File: src/rtl/bshift_pkg.sv
// Shared definitions for the pipelined barrel shifter.
//   mode_t          3-bit operation selector carried with every bundle
//   MODE_*          legal operation encodings; 101..111 are illegal
//   is_legal_mode() 1 when the encoding names a real operation
package bshift_pkg;

   typedef logic [2:0] mode_t;

   localparam mode_t MODE_SLL = 3'b000;
   localparam mode_t MODE_SRL = 3'b001;
   localparam mode_t MODE_SRA = 3'b010;
   localparam mode_t MODE_ROL = 3'b011;
   localparam mode_t MODE_ROR = 3'b100;

   function automatic logic is_legal_mode(input mode_t m);
      return (m <= MODE_ROR);
   endfunction

endpackage

File: src/rtl/bshift_stage.sv
// One register stage of the pipelined barrel shifter.
// Holds NUM_LEVELS shift/rotate levels starting at level FIRST_LEVEL
// (level k moves the data by 2^k when shamt[k]=1), followed by the stage
// register for the whole bundle.
// Ports:
//   clk, rst_n        clock, synchronous active-low reset
//   up_*              bundle from the previous stage (or the issue port)
//   down_advance      1 when the following stage (or consumer) takes data
//   advance           1 when this stage loads a new bundle this cycle
//   valid, data,      registered bundle: valid bit, partially shifted data,
//   shamt, mode,      shift amount and mode still needed downstream,
//   cout, err         carry-out and illegal-mode flag computed at issue
//   zero              1 when the registered data is all zeros
module bshift_stage
   import bshift_pkg::*;
#(
   parameter int N           = 32,
   parameter int FIRST_LEVEL = 0,
   parameter int NUM_LEVELS  = 1,
   parameter int LOG2N       = $clog2(N)
) (
   input  logic             clk,
   input  logic             rst_n,
   input  logic             up_valid,
   input  logic [N-1:0]     up_data,
   input  logic [LOG2N-1:0] up_shamt,
   input  logic [2:0]       up_mode,
   input  logic             up_cout,
   input  logic             up_err,
   input  logic             down_advance,
   output logic             advance,
   output logic             valid,
   output logic [N-1:0]     data,
   output logic [LOG2N-1:0] shamt,
   output logic [2:0]       mode,
   output logic             cout,
   output logic             err,
   output logic             zero
);

   // Illegal modes fall through unchanged, which gives y = a at the output.
   function automatic logic [N-1:0] shift_level(input logic [N-1:0] d,
                                                input logic [2:0]   m,
                                                input int           amt);
      case (m)
         MODE_SLL: return d << amt;
         MODE_SRL: return d >> amt;
         MODE_SRA: return $unsigned($signed(d) >>> amt);
         MODE_ROL: return (d << amt) | (d >> (N - amt));
         MODE_ROR: return (d >> amt) | (d << (N - amt));
         default:  return d;
      endcase
   endfunction

   logic [N-1:0] net;

   // Levels compose in any order; SRA stays correct because each level
   // refills from the current MSB, which is still the original sign bit.
   always_comb begin
      logic [LOG2N-1:0] sel;
      net = up_data;
      sel = up_shamt >> FIRST_LEVEL;
      for (int g = 0; g < NUM_LEVELS; g++) begin
         if (sel[0]) net = shift_level(net, up_mode, 1 << (FIRST_LEVEL + g));
         sel = sel >> 1;
      end
   end

   assign advance = !valid || down_advance;

   // ---- stage register ----
   always_ff @(posedge clk) begin
      if (!rst_n) begin
         valid <= 1'b0;
         data  <= '0;
         shamt <= '0;
         mode  <= '0;
         cout  <= 1'b0;
         err   <= 1'b0;
         zero  <= 1'b0;
      end else if (advance) begin
         valid <= up_valid;
         data  <= net;
         shamt <= up_shamt;
         mode  <= up_mode;
         cout  <= up_cout;
         err   <= up_err;
         zero  <= (net == '0);
      end
   end

endmodule

File: src/rtl/pipelined_barrel_shifter.sv
// Pipelined barrel shifter with SLL/SRL/SRA/ROL/ROR, carry-out, zero and
// illegal-mode flags, and valid/ready handshakes with full backpressure.
// Latency is PIPE_STAGES cycles; throughput one bundle per cycle.
// Ports:
//   clk, rst_n            clock, synchronous active-low reset
//   in_valid, in_ready    issue handshake
//   a, shamt, mode        operand, shift amount 0..N-1, operation
//   out_valid, out_ready  result handshake
//   y, cout, zero, err    result, last bit moved out, y==0, illegal mode
module pipelined_barrel_shifter
   import bshift_pkg::*;
#(
   parameter int N           = 32,
   parameter int PIPE_STAGES = 2,
   parameter int LOG2N       = $clog2(N)
) (
   input  logic             clk,
   input  logic             rst_n,
   input  logic             in_valid,
   output logic             in_ready,
   input  logic [N-1:0]     a,
   input  logic [LOG2N-1:0] shamt,
   input  logic [2:0]       mode,
   output logic             out_valid,
   input  logic             out_ready,
   output logic [N-1:0]     y,
   output logic             cout,
   output logic             zero,
   output logic             err
);

   localparam int LEVELS_PER_STAGE = (LOG2N + PIPE_STAGES - 1) / PIPE_STAGES;

   // Carry-out depends only on the operand and the full shift amount, so it
   // is resolved once at issue. Rotates move out the same bit the matching
   // shift would (y[0] = a[N-s] for ROL, y[N-1] = a[s-1] for ROR).
   function automatic logic calc_cout(input logic [N-1:0]     d,
                                      input logic [LOG2N-1:0] s,
                                      input logic [2:0]       m);
      logic [LOG2N-1:0] left_idx;
      logic [LOG2N-1:0] right_idx;
      left_idx  = '0 - s;
      right_idx = s - LOG2N'(1);
      if (s == '0) return 1'b0;
      case (m)
         MODE_SLL, MODE_ROL:           return d[left_idx];
         MODE_SRL, MODE_SRA, MODE_ROR: return d[right_idx];
         default:                      return 1'b0;
      endcase
   endfunction

   logic issue_cout;
   logic issue_err;

   assign issue_cout = calc_cout(a, shamt, mode);
   assign issue_err  = !is_legal_mode(mode);

   logic [PIPE_STAGES-1:0] vld_p;
   logic [PIPE_STAGES-1:0] cout_p;
   logic [PIPE_STAGES-1:0] err_p;
   logic [PIPE_STAGES-1:0] zero_p;
   logic [PIPE_STAGES-1:0] adv_p;
   logic [N-1:0]           data_p  [PIPE_STAGES];
   logic [LOG2N-1:0]       shamt_p [PIPE_STAGES];
   logic [2:0]             mode_p  [PIPE_STAGES];

   for (genvar i = 0; i < PIPE_STAGES; i++) begin : g_stage
      // Ceil-sized groups of levels; the last stage gets what is left.
      localparam int FIRST = (i * LEVELS_PER_STAGE < LOG2N) ? i * LEVELS_PER_STAGE : LOG2N;
      localparam int NUM   = (LOG2N - FIRST < LEVELS_PER_STAGE) ? LOG2N - FIRST : LEVELS_PER_STAGE;

      logic             up_valid;
      logic [N-1:0]     up_data;
      logic [LOG2N-1:0] up_shamt;
      logic [2:0]       up_mode;
      logic             up_cout;
      logic             up_err;
      logic             down_advance;

      if (i == 0) begin : g_head
         assign up_valid = in_valid;
         assign up_data  = a;
         assign up_shamt = shamt;
         assign up_mode  = mode;
         assign up_cout  = issue_cout;
         assign up_err   = issue_err;
      end else begin : g_body
         assign up_valid = vld_p[i-1];
         assign up_data  = data_p[i-1];
         assign up_shamt = shamt_p[i-1];
         assign up_mode  = mode_p[i-1];
         assign up_cout  = cout_p[i-1];
         assign up_err   = err_p[i-1];
      end

      // The downstream chain advances when the consumer is ready or any
      // later stage has a bubble; written flat so there is no combinational
      // ripple from stage to stage.
      if (i == PIPE_STAGES - 1) begin : g_tail
         assign down_advance = out_ready;
      end else begin : g_mid
         assign down_advance = out_ready || !(&vld_p[PIPE_STAGES-1:i+1]);
      end

      bshift_stage #(
         .N           (N),
         .FIRST_LEVEL (FIRST),
         .NUM_LEVELS  (NUM),
         .LOG2N       (LOG2N)
      ) u_stage (
         .clk          (clk),
         .rst_n        (rst_n),
         .up_valid     (up_valid),
         .up_data      (up_data),
         .up_shamt     (up_shamt),
         .up_mode      (up_mode),
         .up_cout      (up_cout),
         .up_err       (up_err),
         .down_advance (down_advance),
         .advance      (adv_p[i]),
         .valid        (vld_p[i]),
         .data         (data_p[i]),
         .shamt        (shamt_p[i]),
         .mode         (mode_p[i]),
         .cout         (cout_p[i]),
         .err          (err_p[i]),
         .zero         (zero_p[i])
      );
   end

   assign in_ready  = adv_p[0];
   assign out_valid = vld_p[PIPE_STAGES-1];
   assign y         = data_p[PIPE_STAGES-1];
   assign cout      = cout_p[PIPE_STAGES-1];
   assign err       = err_p[PIPE_STAGES-1];
   assign zero      = zero_p[PIPE_STAGES-1];

   // Intermediate zero flags, inner advances and the final stage's
   // shamt/mode copies have no consumer.
   logic unused_bits;
   assign unused_bits = ^{adv_p, zero_p, shamt_p[PIPE_STAGES-1], mode_p[PIPE_STAGES-1]};

endmodule

File: config.mk
export PLATFORM = sky130hd
export DESIGN_NAME = pipelined_barrel_shifter
export DESIGN_NICKNAME = d
export VERILOG_FILES = /design/src/rtl/bshift_pkg.sv /design/src/rtl/bshift_stage.sv /design/src/rtl/pipelined_barrel_shifter.sv
export SDC_FILE = /design/constraint.sdc
export NUM_CORES = 1
export LEC_CHECK = 0
export CAP_MARGIN = 20
export CORE_MARGIN = 2
export CORE_UTILIZATION = 48
export CTS_CLUSTER_SIZE = 25
export DETAILED_ROUTE_END_ITERATION = 8
export GPL_TIMING_DRIVEN = 1
export PLACE_DENSITY_LB_ADDON = 0.12
export SLEW_MARGIN = 20
export SYNTH_ARGS = -nofsm -noshare
export SYNTH_HDL_FRONTEND = slang
export SYNTH_SLANG_ARGS = --single-unit
File: constraint.sdc
create_clock -name clk -period 3.63 [get_ports clk]
set_input_delay 1.089 -clock clk [delete_from_list [all_inputs] [get_ports clk]]
set_output_delay 1.089 -clock clk [all_outputs]
set_load 0.05 [all_outputs]
After elaboration in Yosys (flattened, before gate mapping):

Index checks and enable logic that the tools add are counted.
Widths: inputs -> output; s select.

* input bits: 44
* register bits after elaboration: 79
* logic and storage cells: 63
* output and inout bits: 37

* mux-type cells: 18
* $add $sub $neg: 2
* reduce and logical (&&, ||, !) cells: 12
* magnitude comparators: 3
* bitwise logic cells: 9
* eq/ne operators: 8

Operator list (number)
* $pmux 32 s5: 4
* $mux 32: 5
* $pmux 32 s4: 1
* $logic_not 32->1: 1
* $or 24x32->32: 1
* $or 28x32->32: 1
* $or 30x32->32: 1
* $or 31x32->32: 1
* $or 32x1->32: 1
* $or 32x16->32: 1
* $or 32x2->32: 1
* $or 32x4->32: 1
* $or 32x8->32: 1
* $eq 3x2->1 const B: 4
* $lt 5x6->1 const B: 2
* $bmux 1 s5: 2
* $eq 3x1->1 const B: 2
* $eq 3x3->1 const B: 2
* $logic_not 3->1: 2
* $logic_not 5->1: 1
* $mux 1: 5
* $sub 1x5->5 const A: 1
* $sub 5x1->5 const B: 1
* $reduce_or 2->1: 2
* other kinds (5): 8

Longest topological paths before layout:

* depth after elaboration: 9
* depth in mapped cells: 13

By module:

From an unflattened synthesis, not the netlist that was laid out.

* cell total of the unflattened synthesis: 1216
* area, all modules: 8889.8 um^2

By module, submodules not included
* bshift_stage at g_stage[0].u_stage: sequential area each 880.8 um^2, cells each 716, instances 1, area each 5054.8 um^2
* bshift_stage at g_stage[1].u_stage: sequential area each 880.8 um^2, cells each 442, instances 1, area each 3103.0 um^2
* pipelined_barrel_shifter: sequential area each 0.0 um^2, cells each 58, instances 1, area each 732.0 um^2

Least setup slack after synthesis:

No wires, ideal clock.

* kind: input port to flip-flop
* start point: in shamt[0]
* end point: reg g_stage[0].u_stage.cout
* stages on the path: 11
* library setup time: 113 ps
* path buffers: 3
* path slack: 125 ps
* data required time: 3517 ps
* arrival time: 3392 ps
* path through: buf_2 > inv_1 > ha_1 > clkbuf_1 > clkbuf_1 > mux4_2 > mux4_2 > mux2i_1 > o22ai_1 > nand4b_1 > nand2_1

* word-level cells in the longest chain between the ends: 5

RTL lines
* start: declaration: line pipelined_barrel_shifter.sv:22 `input logic [LOG2N-1:0] shamt,`
* $sub 5x1->5 / $sub 1x5->5 (equally long branches): line pipelined_barrel_shifter.sv:43, pipelined_barrel_shifter.sv:42
* $bmux 1 s5, on equally long branches: line pipelined_barrel_shifter.sv:47, pipelined_barrel_shifter.sv:46
* $mux 1, on equally long branches: line pipelined_barrel_shifter.sv:47, pipelined_barrel_shifter.sv:46
* $pmux 1 s2: line pipelined_barrel_shifter.sv:45 `case (m)`
* $mux 1 *: line pipelined_barrel_shifter.sv:45
* end signal: assignment: line bshift_stage.sv:86 `cout <= up_cout;`
* end: declaration: line bshift_stage.sv:36 `output logic cout,`

Every way passes the cells marked *; elsewhere a longest branch is shown, timed or not. The select of a mux whose other input is x is not followed.
A chain may end at the register's enable or synchronous reset.

Worst setup path in the final report:

* start point: in mode[1]
* end point: reg g_stage[0].u_stage.data[23]

* word-level cells in the longest chain between the ends: 9

RTL lines
* start: declaration: line pipelined_barrel_shifter.sv:23 `input logic [2:0] mode,`
* $eq 3x3->1 (tied with other cells): line bshift_stage.sv:45 `case (m)`
* $pmux 32 s5: line bshift_stage.sv:45
* $mux 32: line bshift_stage.sv:64 `if (sel[0]) net = shift_level(net, up_mode, 1 << (FIRST_LEVEL + g));`
* $or 30x32->32 / $or 32x2->32 (equally long branches): line bshift_stage.sv:50, bshift_stage.sv:49
* $pmux 32 s5: line bshift_stage.sv:45
* $mux 32: line bshift_stage.sv:64
* $or 28x32->32 / $or 32x4->32 (equally long branches): line bshift_stage.sv:50, bshift_stage.sv:49
* $pmux 32 s5: line bshift_stage.sv:45
* $mux 32 *: line bshift_stage.sv:64
* end signal: assignment: line bshift_stage.sv:83 `data <= net;`
* end: declaration: line bshift_stage.sv:33 `output logic [N-1:0] data,`

Every way passes the cells marked *; elsewhere a longest branch is shown, timed or not.

==> results.env <==
WORSTPATHBUFFERINVERTERCOUNT=4
IO-PIN-COUNT=81
POST_ROUTE_CELLS_DRIVE_ABOVE_1_SHARE_PCT=18.1
CP_COMMON_CELL='sky130_fd_sc_hd__buf_4'
NUMBER_OF_SYNTHESIZED_REGISTER_BITS=76
DESIGN.DIE.AREA_SQ_UM=17100
ROUTE.DETAILED.DRC=0
WORST_PATH_MAX_DELAY_CELL='sky130_fd_sc_hd__o31ai_1'
TIMING.FINAL.CRIT_PERIOD_NS=3.41
POSTROUTEWIRELENGTH_UM=31500
CRIT_FAMILY='compound AO/OA/AOI/OAI gates'
CLOCK-SKEW-FINAL_NS=0.00921
CLKLATENCYLATEPIN_NS=0.35
SYNTH_FP_NETS=1082
POSTCTSHOLDBUFS=0
FINAL_HOLD_VIOL_COUNT=0
HOLD_PATH_CLASS='reg -> reg'
FINALWEIGHTEDCONGESTION=1.02
FIN_MAX_SLEW_VIOS=0
OVERFLOW=0
SYNTH_FF_TYPE='sky130_fd_sc_hd__dfxtp_1'
PATH_CLASS='in -> reg'
DETAIL_ROUTE.ITER0.VIOLATIONS=1145
START_UTIL_PCT=48.8
SYN-CELL-AREA_SQ_UM=7700
ANTENNA_FOUND_INITIAL=0
IO_BUFFER_COUNT=80
TIMING.FMAX_MHz=293
ASYNC_RESET_FF_SHARE_PCT=0
NUM_ANTENNA_CELLS=0
GRT_PASS1_VIAS=8133
NETLIST_INSTANCES=1036
DRT_PASS1_ITERATIONS=6
DIE-HEIGHT_UM=131
VIAS=9254
GRT_START_MAX_NET_PINS=45
PATH_CLK_SLEW_NS=0.06
POWER_DENSITY_nW_PER_UM2=371
DP.FINAL_HPWL_UM=23600
DETAIL_ROUTE.WL_PER_CELL_UM=23.1
CORE.ROWCOUNT=46
CP.REQUIRED_NS=3.89
SYNTH_WARNINGS=0
CRITPATHCAPTURETYPE='flip-flop'
CRITICAL_PATH.MAX_STAGE_DELAY_NS=0.59
GRT_PASS1_WL_UM=48200
FINISH.CELL_COUNT_WITHOUT_FILLERS=1363
CTS_TREE='done'
FIN_NETS=1188
POST_DRT_VIA_CELL_RATIO=6.79
FINAL-SETUP-VIOL-COUNT=0
CLOCKBUFFERDEPTH=2
CTS-HTREE-LEVELS=3
WORSTPATHCELLLIST='clkdlybuf4s50_1, or2_1, a21oi_4, buf_12, buf_4, nor2_1, o31ai_1, buf_4, a21oi_1, a221oi_2'
LEAKAGE_POWER_FIGURE_nW=3.67
SYNTH_ENABLE_FLOP_CELLS=0
AREA_GROWTH_SYN_TO_LAYOUT_PCT=25.2
STATUS='completed'
NUMBER_OF_BUFFERS_INSERTED_TO_REPAIR_SETUP_AFTER_CTS=0
ARRIVAL_TIME_WORST_ENDPOINT_NS=3.67
CORE_REGION_AREA_SQ_UM=15800
DP_SLACK_NS=-0.0499
FILL_CELLS=1514
GRT_USE_TOTAL_PCT=37.0
DPL.CELL_COUNT=1347
DRV_CAP=0
RSZ0062_AT_GRT='false'
POST_SYNTH.CELL_AREA_AVG_SQ_UM=7.43
POWER.IR.VDD_WORST_uV=229
DETAIL-ROUTE-ANTENNA-NETS=0
TIGHTEST_PIN_TRANSITION_NS=1.09
RELSLEWSLACK_PCT=26.7
CELL_AT_THE_ROOT_OF_THE_CLOCK_TREE='sky130_fd_sc_hd__clkbuf_16'
CTS-BUFFERS-INSERTED=9
TRITONCTS_NUM_SINKS=76
TIMING.FINAL.CRIT_SHARE_PCT=94.0
NUMBER_OF_RESIZED_INSTANCES_IN_THE_POST_CTS_REPAIR_STEP=0
DIEWIDTH_UM=131
CRITICAL_PATH.STARTPOINT_TYPE='input port'
WORSTPATHMAXFANOUT=23
YS_TYPES=79
SETUP_SLACK_NS=0.218
SYNTH-SEQ-AREA-SHARE_PCT=19.8
per-stage QoR:
step	utilization (%)	hold slack, ns	instance area (sq um)	total power [mW]	TNS (ns)
2_1_floorplan	-	0.415	7700	1.94	0
3_3_place_gp	59.0	0.449	9310	2.53	-0.145
3_5_place_dp	59.0	0.457	9310	2.53	-0.208
4_1_cts	61.1	0.466	9640	3.54	0
5_1_grt	61.1	0.494	9640	3.72	0
6_report	61.1	0.462	9640	3.58	0
worst register-to-register path, cell delays in order, from the launching register on:
cell                        delay (ns)
sky130_fd_sc_hd__dfxtp_1          0.83
sky130_fd_sc_hd__buf_4            0.30
sky130_fd_sc_hd__o21a_2           0.18
sky130_fd_sc_hd__nor2_2           0.16
sky130_fd_sc_hd__o21ai_0          0.90
sky130_fd_sc_hd__a2bb2oi_1        0.29
sky130_fd_sc_hd__nand4_1          0.12
sky130_fd_sc_hd__or3_1            0.40
sky130_fd_sc_hd__o21ai_1          0.14
cells in the mapped netlist, types with 14 or more instances:
master / instances / share of area [%]
sky130_fd_sc_hd__nor2_1: 115 / 5.6
sky130_fd_sc_hd__nand2_1: 108 / 5.3
sky130_fd_sc_hd__o21ai_0: 83 / 5.4
sky130_fd_sc_hd__dfxtp_1: 76 / 20
sky130_fd_sc_hd__a21oi_1: 69 / 4.5
sky130_fd_sc_hd__clkbuf_1: 61 / 3.0
sky130_fd_sc_hd__a211oi_1: 55 / 5.4
sky130_fd_sc_hd__a221oi_1: 42 / 4.8
sky130_fd_sc_hd__buf_2: 29 / 1.9
sky130_fd_sc_hd__mux2i_1: 25 / 3.3
sky130_fd_sc_hd__nor3_1: 24 / 1.6
sky130_fd_sc_hd__mux4_2: 20 / 5.9
sky130_fd_sc_hd__a21boi_0: 18 / 1.8
sky130_fd_sc_hd__o221ai_1: 18 / 2.0
sky130_fd_sc_hd__buf_4: 14 / 1.4
sky130_fd_sc_hd__o22ai_1: 14 / 1.1
layout by cell type, fill, tap and decap left out, types with 13 or more instances in the layout:
cell                              count
sky130_fd_sc_hd__a211oi_1            55
sky130_fd_sc_hd__a21boi_0            18
sky130_fd_sc_hd__a21oi_1             68
sky130_fd_sc_hd__a221oi_1            42
sky130_fd_sc_hd__and2_1              13
sky130_fd_sc_hd__buf_4              123
sky130_fd_sc_hd__clkdlybuf4s50_1     78
sky130_fd_sc_hd__dfxtp_1             76
sky130_fd_sc_hd__mux2i_1             25
sky130_fd_sc_hd__mux4_2              20
sky130_fd_sc_hd__nand2_1            108
sky130_fd_sc_hd__nor2_1             115
sky130_fd_sc_hd__nor3_1              24
sky130_fd_sc_hd__o211a_1             13
sky130_fd_sc_hd__o21ai_0             82
sky130_fd_sc_hd__o221ai_1            18
sky130_fd_sc_hd__o22ai_1             14
path summary, 6_finish.rpt:
path / start / end / slack (ns) / depth (start not counted)
max: mode[1] / g_stage[0].u_stage.data[23]$_SDFFE_PN0P_ / 0.22 / 10
min: g_stage[1].u_stage.data[20]$_SDFFE_PN0P_ / g_stage[1].u_stage.data[20]$_SDFFE_PN0P_ / 0.46 / 2
max reg2reg: g_stage[0].u_stage.mode[1]$_SDFFE_PN0P_ / g_stage[1].u_stage.zero$_SDFFE_PN0P_ / 0.25 / 8
min reg2reg: g_stage[1].u_stage.data[20]$_SDFFE_PN0P_ / g_stage[1].u_stage.data[20]$_SDFFE_PN0P_ / 0.46 / 2
final cells by class:
| cell class | instances | area [sq um] | area share [%] |
|---|---|---|---|
| Clock buffer | 9 | 225 | 2.34 |
| Clock inverter | 7 | 105 | 1.09 |
| Inverter | 9 | 33.8 | 0.351 |
| Multi-Input combinational cell | 834 | 5570 | 57.8 |
| Sequential cell | 76 | 1520 | 15.8 |
| Tap cell | 216 | 270 | 2.80 |
| Timing Repair Buffer | 212 | 1910 | 19.8 |
sequential cells by signal, summed over array words and instances, names as in the netlist:
register,cells
g_stage.u_stage.cout,2
g_stage.u_stage.err,2
g_stage.u_stage.mode,3
g_stage.u_stage.data,64
g_stage.u_stage.zero,1
g_stage.u_stage.shamt,2
g_stage.u_stage.valid,2
report_power, final:
part	switching, mW	total, mW	internal [mW]
logic	0.901	1.53	0.633
clock network	0.399	1.01	0.615
registers	0.115	1.03	0.918
kinds of logic after synthesis:
| family | count (synthesis) | synth area share, % |
|---|---|---|
| and+or+nand+nor | 329 | 19.5 |
| muxes | 50 | 9.83 |
| DFF | 76 | 19.8 |
| buffers and inverters | 126 | 8.00 |
| AOI/OAI and AO/OA | 447 | 41.7 |
| adders and majority gates | 3 | 0.455 |
| xor gates and xnor gates | 5 | 0.813 |
layer usage:
layer  track usage [%]  part of all wire, %  vias to the layer above
met5                 0                    0                        -
met4              18.8                  5.6                        0
met3              6.27                  9.3                      106
met2              54.9                   43                      539
met1              51.7                   42                     4401
li1                  -                    -                     4208
Note: power is estimated with default switching activity, not from simulation.
